===== src/rtl/sprite_pkg.sv =====
// Shared types and helpers for the sprite renderer: motion states, the RGB
// texel type, the layer ID width, a ceiling-log2 helper and the sprite artwork.
package sprite_pkg;

  localparam int LAYER_W = 6;
  localparam int RGB_W   = 24;

  typedef logic [RGB_W-1:0] rgb_t;

  typedef enum logic [1:0] {
    FWD    = 2'd0,
    REV    = 2'd1,
    RETURN = 2'd2
  } motion_state_e;

  // Ceiling log2, clamped to at least 1 so a one-entry ROM still has an address bit.
  function automatic int clog2(input int value);
    int result;
    int remaining;
    result    = 0;
    remaining = value - 1;
    while (remaining > 0) begin
      result    = result + 1;
      remaining = remaining >> 1;
    end
    return (result < 1) ? 1 : result;
  endfunction

  // Sprite artwork as a closed-form pattern: every word whose low six address
  // bits equal 5 is black (the default key colour); every other word has a
  // non-zero blue channel.
  function automatic rgb_t sprite_texel(input logic [15:0] addr);
    if (addr[5:0] == 6'd5) begin
      return '0;
    end
    return {addr[7:0], addr[15:8] ^ 8'hA5, 8'hC3};
  endfunction

endpackage


===== src/rtl/sprite_rom.sv =====
// Single-port synchronous sprite ROM: the address is registered and the
// texel for that registered address is presented one cycle later.
module sprite_rom
  import sprite_pkg::*;
#(
  parameter int DEPTH  = 2139,
  parameter int ADDR_W = clog2(DEPTH)
) (
  input  logic              clk,
  input  logic              reset,
  input  logic              addr_en,
  input  logic [ADDR_W-1:0] addr,
  output rgb_t              q
);

  logic [ADDR_W-1:0] addr_d;
  logic [ADDR_W-1:0] addr_q;

  // Load a new address only when enabled; otherwise keep the last one.
  always_comb begin
    addr_d = addr_q;
    if (addr_en) begin
      addr_d = addr;
    end
  end

  // Address register (asynchronous active-low reset).
  always_ff @(posedge clk or negedge reset) begin
    if (!reset) begin
      addr_q <= '0;
    end else begin
      addr_q <= addr_d;
    end
  end

  // Read the artwork at the registered address; reads past the end are blank.
  always_comb begin
    q = '0;
    if (int'(addr_q) < DEPTH) begin
      q = sprite_texel(16'(addr_q));
    end
  end

endmodule


===== src/rtl/sprite_motion_block.sv =====
// ROM-backed sprite renderer with a frame-synchronous diagonal motion FSM.
// The render path is two cycles deep: the box test and ROM address register at
// the first edge, and the keyed pixel registers at the second.
module sprite_motion_block
  import sprite_pkg::*;
#(
  parameter int                 SPRITE_W    = 31,
  parameter int                 SPRITE_H    = 69,
  parameter int                 X_INIT      = 280,
  parameter int                 Y_INIT      = 240,
  parameter logic [LAYER_W-1:0] LAYER       = 6'd1,
  parameter rgb_t               KEY_COLOR   = 24'h000000,
  parameter int                 DX          = 1,
  parameter int                 DY          = 1,
  parameter int                 STEP_DIV    = 8,
  parameter int                 SWING_STEPS = 8
) (
  input  logic               clk,
  input  logic               reset,
  input  logic               enable,
  input  logic               motion_en,
  input  logic               iHome,
  input  logic [9:0]         iVGA_X,
  input  logic [8:0]         iVGA_Y,
  output logic [LAYER_W-1:0] oLayer,
  output logic               oVal,
  output logic [7:0]         R,
  output logic [7:0]         G,
  output logic [7:0]         B,
  output logic [9:0]         oPosX,
  output logic [8:0]         oPosY,
  output logic               oFrameTick
);

  localparam int DEPTH  = SPRITE_W * SPRITE_H;
  localparam int ADDR_W = clog2(DEPTH);
  localparam int DIV_W  = clog2(STEP_DIV + 1);
  localparam int STEP_W = clog2(SWING_STEPS + 1);

  localparam logic [9:0]        HOME_X    = 10'(X_INIT);
  localparam logic [8:0]        HOME_Y    = 9'(Y_INIT);
  localparam logic [9:0]        STEP_X    = 10'(DX);
  localparam logic [8:0]        STEP_Y    = 9'(DY);
  localparam logic [DIV_W-1:0]  LAST_DIV  = DIV_W'(STEP_DIV - 1);
  localparam logic [STEP_W-1:0] LAST_STEP = STEP_W'(SWING_STEPS - 1);

  // Render pipeline state
  logic              hit;
  logic [ADDR_W-1:0] rom_addr;
  rgb_t              rom_q;
  logic              hit_d,  hit_q;
  logic              en_d,   en_q;
  logic              val_d,  val_q;
  rgb_t              rgb_d,  rgb_q;

  // Frame detection state
  logic              origin_d, origin_q;
  logic              tick_d,   tick_q;

  // Motion state
  motion_state_e     state_d,     state_q;
  logic [DIV_W-1:0]  div_cnt_d,   div_cnt_q;
  logic [STEP_W-1:0] step_cnt_d,  step_cnt_q;
  logic [9:0]        pos_x_d,     pos_x_q;
  logic [8:0]        pos_y_d,     pos_y_q;
  logic              home_pend_d, home_pend_q;

  // Box test and ROM address, widened by one bit so box edges never wrap.
  always_comb begin
    logic [10:0] scan_x, box_x0, box_x1, off_x;
    logic [9:0]  scan_y, box_y0, box_y1, off_y;
    scan_x   = {1'b0, iVGA_X};
    scan_y   = {1'b0, iVGA_Y};
    box_x0   = {1'b0, pos_x_q};
    box_y0   = {1'b0, pos_y_q};
    box_x1   = box_x0 + 11'(SPRITE_W);
    box_y1   = box_y0 + 10'(SPRITE_H);
    off_x    = scan_x - box_x0;
    off_y    = scan_y - box_y0;
    hit      = (scan_x >= box_x0) && (scan_x < box_x1) &&
               (scan_y >= box_y0) && (scan_y < box_y1);
    rom_addr = ADDR_W'(32'(SPRITE_W) * 32'(off_y) + 32'(off_x));
  end

  sprite_rom #(
    .DEPTH  (DEPTH),
    .ADDR_W (ADDR_W)
  ) u_rom (
    .clk     (clk),
    .reset   (reset),
    .addr_en (hit),
    .addr    (rom_addr),
    .q       (rom_q)
  );

  // Stage 1 delays hit/enable alongside the ROM read; stage 2 applies the key
  // test and holds the colour whenever the pixel is not shown.
  always_comb begin
    hit_d = hit;
    en_d  = enable;
    val_d = hit_q && en_q && (rom_q != KEY_COLOR);
    rgb_d = val_d ? rom_q : rgb_q;
  end

  // Frame start is the first cycle the scan sits at the origin.
  always_comb begin
    origin_d = (iVGA_X == 10'd0) && (iVGA_Y == 9'd0);
    tick_d   = origin_d && !origin_q;
  end

  // Render and frame-detect registers.
  always_ff @(posedge clk or negedge reset) begin
    if (!reset) begin
      hit_q    <= 1'b0;
      en_q     <= 1'b0;
      val_q    <= 1'b0;
      rgb_q    <= '0;
      origin_q <= 1'b0;
      tick_q   <= 1'b0;
    end else begin
      hit_q    <= hit_d;
      en_q     <= en_d;
      val_q    <= val_d;
      rgb_q    <= rgb_d;
      origin_q <= origin_d;
      tick_q   <= tick_d;
    end
  end

  // Motion state register; position only moves on an accepted frame tick.
  always_ff @(posedge clk or negedge reset) begin
    if (!reset) begin
      state_q     <= FWD;
      div_cnt_q   <= '0;
      step_cnt_q  <= '0;
      pos_x_q     <= HOME_X;
      pos_y_q     <= HOME_Y;
      home_pend_q <= 1'b0;
    end else begin
      state_q     <= state_d;
      div_cnt_q   <= div_cnt_d;
      step_cnt_q  <= step_cnt_d;
      pos_x_q     <= pos_x_d;
      pos_y_q     <= pos_y_d;
      home_pend_q <= home_pend_d;
    end
  end

  // Next motion state: swing forward/back, or walk home at up to DX/DY per tick.
  always_comb begin
    logic       advance;
    logic       home_req;
    logic       take_return;
    logic [9:0] dist_x, ret_x;
    logic [8:0] dist_y, ret_y;

    state_d     = state_q;
    div_cnt_d   = div_cnt_q;
    step_cnt_d  = step_cnt_q;
    pos_x_d     = pos_x_q;
    pos_y_d     = pos_y_q;
    home_pend_d = home_pend_q;
    take_return = 1'b0;

    advance  = tick_d && motion_en;
    home_req = home_pend_q || (iHome && (state_q != RETURN));

    if (pos_x_q > HOME_X) begin
      dist_x = pos_x_q - HOME_X;
      ret_x  = pos_x_q - ((dist_x > STEP_X) ? STEP_X : dist_x);
    end else begin
      dist_x = HOME_X - pos_x_q;
      ret_x  = pos_x_q + ((dist_x > STEP_X) ? STEP_X : dist_x);
    end
    if (pos_y_q > HOME_Y) begin
      dist_y = pos_y_q - HOME_Y;
      ret_y  = pos_y_q - ((dist_y > STEP_Y) ? STEP_Y : dist_y);
    end else begin
      dist_y = HOME_Y - pos_y_q;
      ret_y  = pos_y_q + ((dist_y > STEP_Y) ? STEP_Y : dist_y);
    end

    if (advance) begin
      home_pend_d = 1'b0;
      if (home_req || (state_q == RETURN)) begin
        take_return = 1'b1;
      end else begin
        case (state_q)
          FWD: begin
            if (div_cnt_q == LAST_DIV) begin
              div_cnt_d = '0;
              pos_x_d   = pos_x_q + STEP_X;
              pos_y_d   = pos_y_q - STEP_Y;
              if (step_cnt_q == LAST_STEP) begin
                step_cnt_d = '0;
                state_d    = REV;
              end else begin
                step_cnt_d = step_cnt_q + 1'b1;
              end
            end else begin
              div_cnt_d = div_cnt_q + 1'b1;
            end
          end
          REV: begin
            if (div_cnt_q == LAST_DIV) begin
              div_cnt_d = '0;
              pos_x_d   = pos_x_q - STEP_X;
              pos_y_d   = pos_y_q + STEP_Y;
              if (step_cnt_q == LAST_STEP) begin
                step_cnt_d = '0;
                state_d    = FWD;
              end else begin
                step_cnt_d = step_cnt_q + 1'b1;
              end
            end else begin
              div_cnt_d = div_cnt_q + 1'b1;
            end
          end
          default: begin
            state_d = state_q;
          end
        endcase
      end
      if (take_return) begin
        pos_x_d    = ret_x;
        pos_y_d    = ret_y;
        div_cnt_d  = '0;
        step_cnt_d = '0;
        state_d    = ((ret_x == HOME_X) && (ret_y == HOME_Y)) ? FWD : RETURN;
      end
    end else begin
      home_pend_d = home_req;
    end
  end

  // Drive the outputs from registered state only.
  always_comb begin
    oPosX      = pos_x_q;
    oPosY      = pos_y_q;
    oFrameTick = tick_q;
    oVal       = val_q;
    oLayer     = val_q ? LAYER : '0;
    {R, G, B}  = rgb_q;
  end

endmodule


===== config.mk =====
export PLATFORM = sky130hd
export DESIGN_NAME = sprite_motion_block
export DESIGN_NICKNAME = d
export VERILOG_FILES = /design/src/rtl/sprite_pkg.sv /design/src/rtl/sprite_rom.sv /design/src/rtl/sprite_motion_block.sv
export SDC_FILE = /design/constraint.sdc
export NUM_CORES = 1
export LEC_CHECK = 0
export BUFFER_PORTS_ARGS = -buffer_cell sky130_fd_sc_hd__buf_2
export CAP_MARGIN = 15
export CELL_PAD_IN_SITES_DETAIL_PLACEMENT = 0
export CELL_PAD_IN_SITES_GLOBAL_PLACEMENT = 2
export CORE_ASPECT_RATIO = 0.5
export CORE_MARGIN = 2
export CORE_UTILIZATION = 40
export DETAILED_ROUTE_END_ITERATION = 8
export PLACE_DENSITY = 0.95
export SYNTH_ARGS = -nofsm -noshare
export SYNTH_HDL_FRONTEND = slang
export SYNTH_SLANG_ARGS = --single-unit

===== constraint.sdc =====
create_clock -name clk -period 15.4 [get_ports clk]
set_input_delay 0 -clock clk [delete_from_list [all_inputs] [get_ports clk]]
set_output_delay 0 -clock clk [all_outputs]
set_load 0.05 [all_outputs]

After elaboration in Yosys (flattened, before gate mapping)
Index checks and enable logic that the tools add are counted.
{ "classes": {"n_addsub": 19, "mul": 1, "n_lt_le_gt_ge": 11, "n_eq_ne": 13, "muxes": 42, "bitwise": 1, "reduce_logical": 25} }
{ "op_table": {"columns": ["operator", "n"], "rows": [
  ["24-bit 2-to-1 mux", 3],
  ["10-bit 2-to-1 mux", 7],
  ["9-bit 2-to-1 mux", 7],
  ["4-bit 2-to-1 mux", 9],
  ["24-bit nonzero test", 1],
  ["10-bit by 1-bit greater-than comparator with 1-bit output, second input constant", 2],
  ["10-bit one-hot mux with 2 select lines", 1],
  ["9-bit by 1-bit greater-than comparator with 1-bit output, second input constant", 2],
  ["9-bit one-hot mux with 2 select lines", 1],
  ["2-bit 2-to-1 mux", 7],
  ["12-bit by 11-bit adder with 12-bit output", 1],
  ["12-bit less-than comparator, second input constant", 1],
  ["5-bit by 10-bit multiplier with 12-bit output, first input constant", 1],
  ["3-bit inequality test, second input constant", 4],
  ["10-bit by 5-bit adder with 11-bit output, second input constant", 1],
  ["10-bit by 11-bit less-than comparator with 1-bit output", 1],
  ["10-bit by 10-bit subtractor with 11-bit output", 1],
  ["10-bit by 1-bit adder with 10-bit output, second input constant", 1],
  ["10-bit adder", 1],
  ["9-bit by 7-bit adder with 10-bit output, second input constant", 1],
  ["10-bit by 9-bit equality test with 1-bit output, second input constant", 1],
  ["10-bit greater-or-equal comparator", 1],
  ["10-bit by 9-bit greater-than comparator with 1-bit output, second input constant", 1],
  ["1-bit logical AND", 10],
  ["37 further kinds", 46]
]} }
{ "word_totals": {"regBits": 71, "in_bits": 24, "output_inout_bits": 51, "elab_cells": 125} }

Logic depth before layout (Yosys ltp)
Gate-level depths: netlist of the first run.
{ "depth": {"ltp_word": 9, "ltp_mapped": 22, "mapped_depth_nobuf": 22} }

Cells and area by module
Synthesis of the first run repeated with hierarchy kept, for this count alone.
{ "hier_totals": {"hier_cells": 938, "hier_area_um2": 8030.2} }
{ "modules_own_cells": {"columns": ["module", "n_inst", "cells_per_inst", "area_per_inst_um2", "seq_area_each_um2"], "rows": [
  ["sprite_motion_block", 1, 877, 7285.7, 1485.2],
  ["sprite_rom", 1, 61, 744.5, 300.3]
]} }

Least setup slack after synthesis of the first run
Ideal clock, no wire load.
{ "synth_timing": {"kind": "register to register", "startpoint": "reg pos_y_q[1] (netlist: oPosY[1])", "endpoint": "reg u_rom.addr_q[10]", "t_arrival_ns": 5.341, "slack_ns": 9.935, "stages_incl_launch_ff": 20, "n_path_buf": 0, "cell_sequence": "dfrtp_1 -> inv_1 -> fa_1 -> a21oi_1 -> inv_1 -> a21oi_1 -> xor2_1 -> fa_1 -> fa_1 -> fa_1 -> inv_1 -> ha_1 -> a21oi_1 -> nor2_1 -> nor2_1 -> nor2b_1 -> o21ai_0 -> a21oi_1 -> xor2_1 -> mux2_2"} }
{ "synth_via": {"elab_chain_len": 3, "word_cells_on_any_way": 8, "classes_between": "add/sub (3); mul (1); order compare (2); reduce/logical (2)"} }
{ "synth_lines": {"columns": ["element", "line_no", "source"], "rows": [
  ["start: declaration", "sprite_motion_block.sv:65", "logic [8:0] pos_y_d, pos_y_q;"],
  ["start signal: assignment", "sprite_motion_block.sv:144", "pos_y_q <= pos_y_d;"],
  ["9-bit by 9-bit subtractor with 10-bit output (tied with other cells)", "sprite_motion_block.sv:79", "off_y = scan_y - box_y0;"],
  ["5-bit by 10-bit multiplier with 12-bit output (tied with other cells)", "sprite_motion_block.sv:82", "rom_addr = ADDR_W'(32'(SPRITE_W) * 32'(off_y) + 32'(off_x));"],
  ["12-bit by 11-bit adder with 12-bit output or 1-bit logical AND (tied branches)", "sprite_motion_block.sv:82, sprite_motion_block.sv:81", null],
  ["end signal: assignment", "sprite_rom.sv:32", "addr_q <= addr_d;"],
  ["end: declaration", "sprite_rom.sv:17", "logic [ADDR_W-1:0] addr_q;"]
]} }
Several ways; a longest one is shown, not always the timed one.
A chain may end at the register's enable or synchronous reset.

Worst setup path after layout of the first run
{ "layout_timing": {"startpoint": "reg pos_y_q[0] (netlist: oPosY[0])", "endpoint": "reg u_rom.addr_q[11]"} }
Same word-level chain as after synthesis.

==> results of run 1 <==
-- through the flow --
step | hold slack, ns | instance area, um^2
6_report | 0.0394 | 8270
5_1_grt | 0.0812 | 8270
4_1_cts | 0.0317 | 8260
3_5_place_dp | 0.113 | 7920
3_3_place_gp | 0.111 | 7920
2_1_floorplan | -0.296 | 7490
-- flip-flops by register name, indices dropped and copies added, names as in the netlist --
signal / cells
oPosY: 9
oFrameTick: 1
step_cnt_q: 4
en_q: 1
origin_q: 1
rgb_q: 13
home_pend_q: 1
oPosX: 10
state_q: 2
hit_q: 1
oVal: 1
u_rom.addr_q: 12
div_cnt_q: 4
-- layout make-up --
cell class | instances | area (um^2)
sequential | 60 | 1510
clock buffer | 12 | 246
fill | 1828 | 10100
inverter | 90 | 338
timing repair buffer | 68 | 362
tap | 240 | 300
clock inverter | 4 | 72.6
multi-input combinational | 701 | 5440
-- metal layers --
layer	vias up	part of all wire, %	track usage (%)
li1	3116	-	-
met1	2971	49	25.5
met2	65	48	33.7
met3	15	2.3	3.51
met4	0	0.97	4.16
met5	-	0	0
-- cell usage after synthesis (3+ instances only) --
| master | count | area [um^2] |
|---|---|---|
| dfrtp_1 | 53 | 1330 |
| mux2i_1 | 8 | 80.1 |
| nand3b_1 | 5 | 37.5 |
| nand2_1 | 78 | 293 |
| xor2_1 | 23 | 201 |
| buf_4 | 18 | 135 |
| a21o_1 | 17 | 128 |
| nand4_1 | 5 | 31.3 |
| nor3_1 | 16 | 80.1 |
| mux2_2 | 10 | 113 |
| dfstp_2 | 7 | 184 |
| o21bai_1 | 6 | 45.0 |
| buf_2 | 3 | 15.0 |
| clkbuf_1 | 14 | 52.6 |
| nand2b_1 | 12 | 75.1 |
| nor2b_1 | 12 | 75.1 |
| a31oi_1 | 5 | 31.3 |
| nor2_1 | 56 | 210 |
| or4_1 | 3 | 22.5 |
| nor4b_1 | 4 | 35.0 |
| o21ai_0 | 62 | 310 |
| o21a_1 | 11 | 82.6 |
| nand3_1 | 20 | 100 |
| xnor2_1 | 48 | 420 |
| and2_1 | 7 | 43.8 |
| a211oi_1 | 7 | 52.6 |
| o31ai_1 | 6 | 45.0 |
| fa_1 | 38 | 761 |
| a21oi_1 | 76 | 380 |
| inv_1 | 89 | 334 |
| nor4_1 | 11 | 68.8 |
| ha_1 | 104 | 1300 |
-- cells by family (layout without fill, tap and decap cells) --
| logic type | count (synthesis) | after routing | share of synthesized area (%) |
|---|---|---|---|
| XOR/XNOR | 72 | 72 | 8.64 |
| buffers and inverters | 125 | 174 | 7.25 |
| adder cells (fa/ha/maj) | 142 | 142 | 27.7 |
| other | 1 | 11 | 0.0503 |
| AND/OR/NAND/NOR | 244 | 244 | 16.4 |
| flip-flops | 60 | 60 | 20.3 |
| multiplexers | 18 | 18 | 2.58 |
| AO/OA/AOI/OAI | 214 | 214 | 17.2 |
-- final timing paths --
| path | start | endpoint | slack (ns) | cells after the start |
|---|---|---|---|---|
| worst min-delay path | iHome | home_pend_q | 0.04 | 3 |
| worst min register to register | rgb_q[18] | rgb_q[18] | 0.47 | 2 |
| max in group asynchronous | reset | step_cnt_q[2] | 14.47 | 3 |
| worst max-delay path | oPosY[0] | u_rom.addr_q[11] | 9.74 | 19 |
| worst max register to register | oPosY[0] | u_rom.addr_q[11] | 9.74 | 19 |
| min in group asynchronous | reset | rgb_q[23] | 0.38 | 3 |
-- tightest hold or removal path: stages --
cell and delay [ns]:
buf_2 0.11, nor2b_1 0.13, o21a_1 0.11
-- power breakdown --
group / internal (mW) / switching [mW]
clock network: 0.146 / 0.0744
logic: 0.195 / 0.278
registers: 0.186 / 0.0202
total: 0.527 / 0.372
==> results.txt, run 1 <==
The horizontal die dimension came out at 197 um. At the end of the flow the core is filled with cells to 45.1%. The maximum fanout count along the critical path is 17. The setup fix buffers added after clock tree synthesis is 0. The library cells used most frequently in the layout, excluding fill and tap cells, are 104 x ha_1, 89 x inv_1, 78 x nand2_1, 76 x a21oi_1, 63 x buf_2. Counting flops and latches in the post-synthesis netlist gives 60. Dividing the final minimum period by the clock period gives 36.8%. The highest cell delay on the worst timing path is 0.69 ns. The placed wire-length estimate after detailed placement came out at 14500 um. After synthesis, flip-flops and latches occupy 20.3% of the total area. The number of I/O port buffers is 63.

The number of setup violations in the final report is 0. The non-filler instance count after layout is 1175. The number of rows created at floorplan is 35. Max-cap violations in this run came to 0. The total global routing track utilization is 19.4%. STA classifies the critical path endpoint as a register. The clock tree from TritonCTS is done. The number of ports placed on the die boundary came out at 75.

The pre-CTS worst setup slack is 9.77 ns. The number of buffers created by CTS is 9. Among all flip-flop cells after synthesis, the most frequent one is dfrtp_1. The measured slew at the worst slew-check pin came out at 0.977 ns.

0 antenna diodes ended up in the layout. The number of H-tree levels came out at 3. The count of pins over their slew limit came out at 0. The final-layout setup total negative slack is 0 ns. The via total after detailed routing came out at 6167. The worst hold path belongs to the class primary input to register. The post-layout total power is 0.899 mW. The number of cells upsized or downsized after cts came out at 0. The total power divided by cell area is 109 nW/um^2. The number of global-route vias before repair came out at 6132. The total congestion overflow came out at 0. The clock transition time at the flip-flop clock pins of the worst setup and hold paths came out at 0.05 ns. The starting utilization of the core area is 40.6%. The final net count is 1096.

The number of iterations in the first detailed-routing pass came out at 4. The final routed wire length divided by cell count came out at 15.5 um. The run finished with clean final reports. The detailed-route vias per instance came out at 5.25. The worst setup path is launched from a register. The remaining antenna violation count after routing came out at 0.

The floorplan step defined a die boundary enclosing 19800 um^2. The wire length of the first global-routing pass is 30600 um. The distinct cell type count after synthesis is 67. IR analysis of the VDD net gives a maximum drop of 0.0000584 V. In this run, the number of DRC markers left after iteration 0 of detailed routing was 276.

After synthesis the cells add up to 7460 um^2. The final period demand of the worst path is 5.66 ns. The CTS root buffer is clkbuf_16. The post-detailed-routing wire length is 18200 um. The signal on the critical path passes through ha_1 > inv_1 > fa_1 > a21oi_1 > inv_1 > a21oi_1 > xor2_1 > fa_1 > fa_1 > fa_1 > inv_1 > ha_1 > a21oi_1 > o21bai_1 > a21oi_1 > o2bb2ai_1 > o21ai_0 > xnor3_1 > mux2i_1.

At the worst endpoint, the required time is 15.59 ns. The routability-driven placement congestion ratio is 0.837. At the worst endpoint, the arrival time is 5.85 ns. The number of instances in the placed design came out at 1156. The leakage power came out at 3.89 nW.

The number of warnings reported in the yosys synthesis log is 0. The average instance in the mapped netlist occupies 8.51 um^2. Measured against its own limit, the worst slew margin works out to 34.9%. The layout overhead on the synthesized area is 10.9%. The clock latency on the worst-skew pair came out at 0.35 ns. Counting both buffers and inverters, the worst setup path holds a total of 3.

The number of sinks driven by the clock tree is 60. The library cell used most frequently in the layout, excluding fill and tap cells, is ha_1. Synthesis handed over a netlist of 876 instances.

Of all flip-flops after synthesis, the portion carrying an async set or reset was 100%. The hold-fix buffer count after cts came out at 2. The core box area is 18300 um^2. The setup clock skew after layout came out at 0.0106 ns. The cell with the largest stage delay on the worst path is dfrtp_1. The maximum number of pins on one net before global-route repair came out at 61. The y dimension of the die is 101 um.

The number of hold-slack violations in the final timing report came out at 0. The setup slack of the critical path after layout is 9.74 ns. The number of enable-type register cells in the synthesized netlist is 0. The post-route DRC violation count came out at 0. The kind of cell with the highest combined delay along the critical path is adder cells. Setup repair after global routing left no endpoint under its margin. The number of antenna violations at the first check in global routing came out at 0.

In the final layout, the share of cells above drive strength 1 is 11.1%. The fmax came out at 177 MHz. By startpoint and endpoint, the worst setup path is classified as register to register. The clock passes through at most 2 buffers.
Power figures use the tool's default switching activity.
==> run 2, diff against run 1 <==
--- a/config.mk
+++ b/config.mk
@@ -11,9 +11,9 @@
 export CELL_PAD_IN_SITES_GLOBAL_PLACEMENT = 2
 export CORE_ASPECT_RATIO = 0.5
 export CORE_MARGIN = 2
-export CORE_UTILIZATION = 40
+export CORE_UTILIZATION = 34
 export DETAILED_ROUTE_END_ITERATION = 8
-export PLACE_DENSITY = 0.95
+export PLACE_DENSITY = 0.87
 export SYNTH_ARGS = -nofsm -noshare
 export SYNTH_HDL_FRONTEND = slang
 export SYNTH_SLANG_ARGS = --single-unit
==> constraint.sdc (replaced) <==
create_clock -name clk -period 4.75 [get_ports clk]
set_input_delay 0 -clock clk [delete_from_list [all_inputs] [get_ports clk]]
set_output_delay 0 -clock clk [all_outputs]
set_load 0.05 [all_outputs]
==> run 2 against run 1 <==
  * Final cell count is 8.4% higher
  * Critical endpoint unchanged
  * Utilization is 3.8 points lower
  * Wire length is 6.4% higher
  * Via count is 3.0% higher
  * Worst hold slack better by 0.031 ns
  * Largest power group unchanged
  * Sequential share of layout area is 0.99 points lower
  * Cell area is 7.7% higher
  * Largest cell class unchanged
  * Non-clock buffer count is 39 higher
  * First-iteration DRC count is 27% higher
  * Flip-flop and latch count stayed put
  * Sequential power grew to 3.2 times the previous value
==> results.txt, run 2 (synthesis gave the netlist of run 1 again) <==
The core box area is 21600 um^2. The flow ran to the end, and the final reports show no timing, DRC or antenna violations. 75 I/O pins were placed.

The maximum number of pins on one net before global-route repair is 61. The H-tree was split into 3 levels. The total global routing track utilization is 17.3%. The y dimension of the die is 109 um. For the final database, setup skew stands at 0.00682 ns. The worst setup path is launched from a register.

After detailed routing, the total wire length is 19300 um. Dividing the detail-routed wire length by the instance count gives 15.2 um. In the routed design, unresolved DRC markers number 0. The remaining antenna violation count after routing came out at 0. The flip-flop count of the largest register after layout came out at 13. The wire length of the first global-routing pass is 31500 um. After detailed placement, the total cell area comes to 8480 um^2.

The die area came out at 23200 um^2. The signal on the critical path passes through inv_6 > ha_4 > nand3_2 > o211ai_1 > a21o_1 > a21o_1 > xor2_4 > inv_2 > fa_1 > fa_1 > fa_1 > inv_1 > ha_1 > nand2_1 > o21ai_1 > xnor3_1 > mux2i_1. The arrival time of the worst setup path came out at 4.91 ns. The number of antenna diodes in the final layout is 0. The number of setup violations in the final report is 0.

The total congestion overflow is 0. The clock passes through at most 2 buffers. The count of pins over their slew limit is 0. The via total after detailed routing is 6353. The endpoint type of the worst setup path is a register. The library cell used most frequently in the layout, excluding fill and tap cells, is ha_1. Setup repair after global routing could not meet its margin everywhere. The highest cell delay on the worst timing path came out at 0.63 ns.

The final net count is 1135. The number of buffer and inverter instances along the worst setup path is 3. The non-filler instance count after layout is 1274.

The number of buffers created by CTS is 9. In this run the static leakage power is 4.07 nW. The worst hold slack is 0.0703 ns. The critical path's top delay family is adder cells. The max-capacitance violation count came out at 0. The measured slew at the worst slew-check pin is 1.05 ns.

The final critical path takes up 98.1% of the cycle. The number of sinks driven by the clock tree came out at 60. The share of the core filled with cells is 41.3%.

Clock-pin slew was measured on the worst setup and hold paths at 0.05 ns. The layout overhead on the synthesized area came out at 19.4%. The placed wire-length estimate after detailed placement came out at 15300 um. The clock tree from TritonCTS is done. VDD sags by at most 0.000286 V.

The CTS root buffer is clkbuf_16. The number of rows created at floorplan is 38. The cell with the most instances on the worst path is fa_1. The detailed-route vias per instance came out at 4.99. The maximum fanout count along the critical path came out at 5.

The routability-driven placement congestion ratio came out at 0.854. The clock latency on the worst-skew pair came out at 0.34 ns. The number of global-route vias before repair is 6257.

Buffers placed on the I/O ports in this run total 63. The number of hold-slack violations in the final timing report is 0. The number of antenna violations at the first check in global routing came to 0. More flip-flops sit in one register than any other, and that register is rgb_q. The category of the critical setup timing path is register to register. The fmax came out at 215 MHz. The share of cells above drive strength 1 came out at 19.7%. The final period demand of the worst path came out at 4.66 ns. The number of instances in the placed design came out at 1252.

In this run, the number of DRC markers left after iteration 0 of detailed routing was 351. The post-route cell area came out at 8910 um^2. For this design, the slowest cell found on the critical path is dfstp_4.

Once the floorplan was initialized, standard cells occupied 34.5% of the core. The horizontal die dimension came out at 213 um. STA puts the critical path data required time at 5.00 ns. The top cell types in the final layout, fill and taps aside, are 92 x ha_1, 82 x inv_1, 78 x nand2_1, 66 x a21oi_1, 63 x buf_2. The tightest min-delay check is of the primary input to register type.

Power spread over the standard cell area amounts to 346 nW/um^2. The max-slew headroom at the worst pin came out at 29.5%. The first TritonRoute pass finished after 4 iterations.
run 2: cell types whose count changed in the layout (fill, tap and decap cells not counted), sizes merged:
cell      delta
clkinv       +1
bufinv       -2
clkbuf       +2
clkinvlp     -1
buf         +39
run 2: per-stage QoR:
stage                     setup TNS, ns  power (mW)  worst slack (ns)
final                                 0        3.08            0.0907
after global routing             -0.309        3.35            -0.163
after CTS                             0        2.98           0.00949
after detailed placement              0        2.32           0.00154
after global placement                0        2.27            0.0702
after floorplan                       0        2.02           0.00667
run 2: layout make-up:
class                           count  area, um^2
Clock inverter                      2        10.0
Clock buffer                       14         264
Sequential cell                    60        1540
Inverter                           90         345
Timing Repair Buffer              107         654
Multi-Input combinational cell    701        5720
Tap cell                          300         375
Fill cell                        2194       12700
run 2: final timing paths:
kind,start,cells past startpoint,slack [ns],endpoint
setup / recovery,oPosY[4],17,0.09,u_rom.addr_q[11]
hold / removal,iHome,3,0.07,home_pend_q
setup reg to reg,oPosY[4],17,0.09,u_rom.addr_q[11]
hold reg to reg,step_cnt_q[3],1,0.46,step_cnt_q[3]
max in group asynchronous,reset,3,3.73,oPosY[1]
min in group asynchronous,reset,3,0.38,rgb_q[9]
run 2: tightest hold or removal path: stages:
cell	delay (ns)
buf_2	0.11
nor2b_1	0.15
o21a_1	0.12
run 2: repair_timing:
item | 4_1_cts | 5_1_grt
pin swaps | 0 | 10
hold buffers | 2 | 0
buffers inserted | 0 | 4
setup endpoints to repair | 1 | 7
resized for setup | 3 | 19
endpoints found under the hold margin | 54 | 0
run 2: layer usage:
metal / global-route usage (%) / part of all wire (%) / vias up / routed length [um]
li1: - / - / 3204 / -
met1: 23.5 / 49 / 3051 / 9540
met5: 0 / 0 / - / 0
met4: 3.17 / 0.98 / 0 / 190
met3: 2.94 / 3.0 / 12 / 578
met2: 29.4 / 47 / 86 / 9020
run 2: report_power, final:
group,internal [mW],total [mW],switching (mW)
logic,0.798,1.81,1.01
clock network,0.380,0.606,0.227
registers,0.604,0.665,0.0608
total,1.78,3.08,1.30
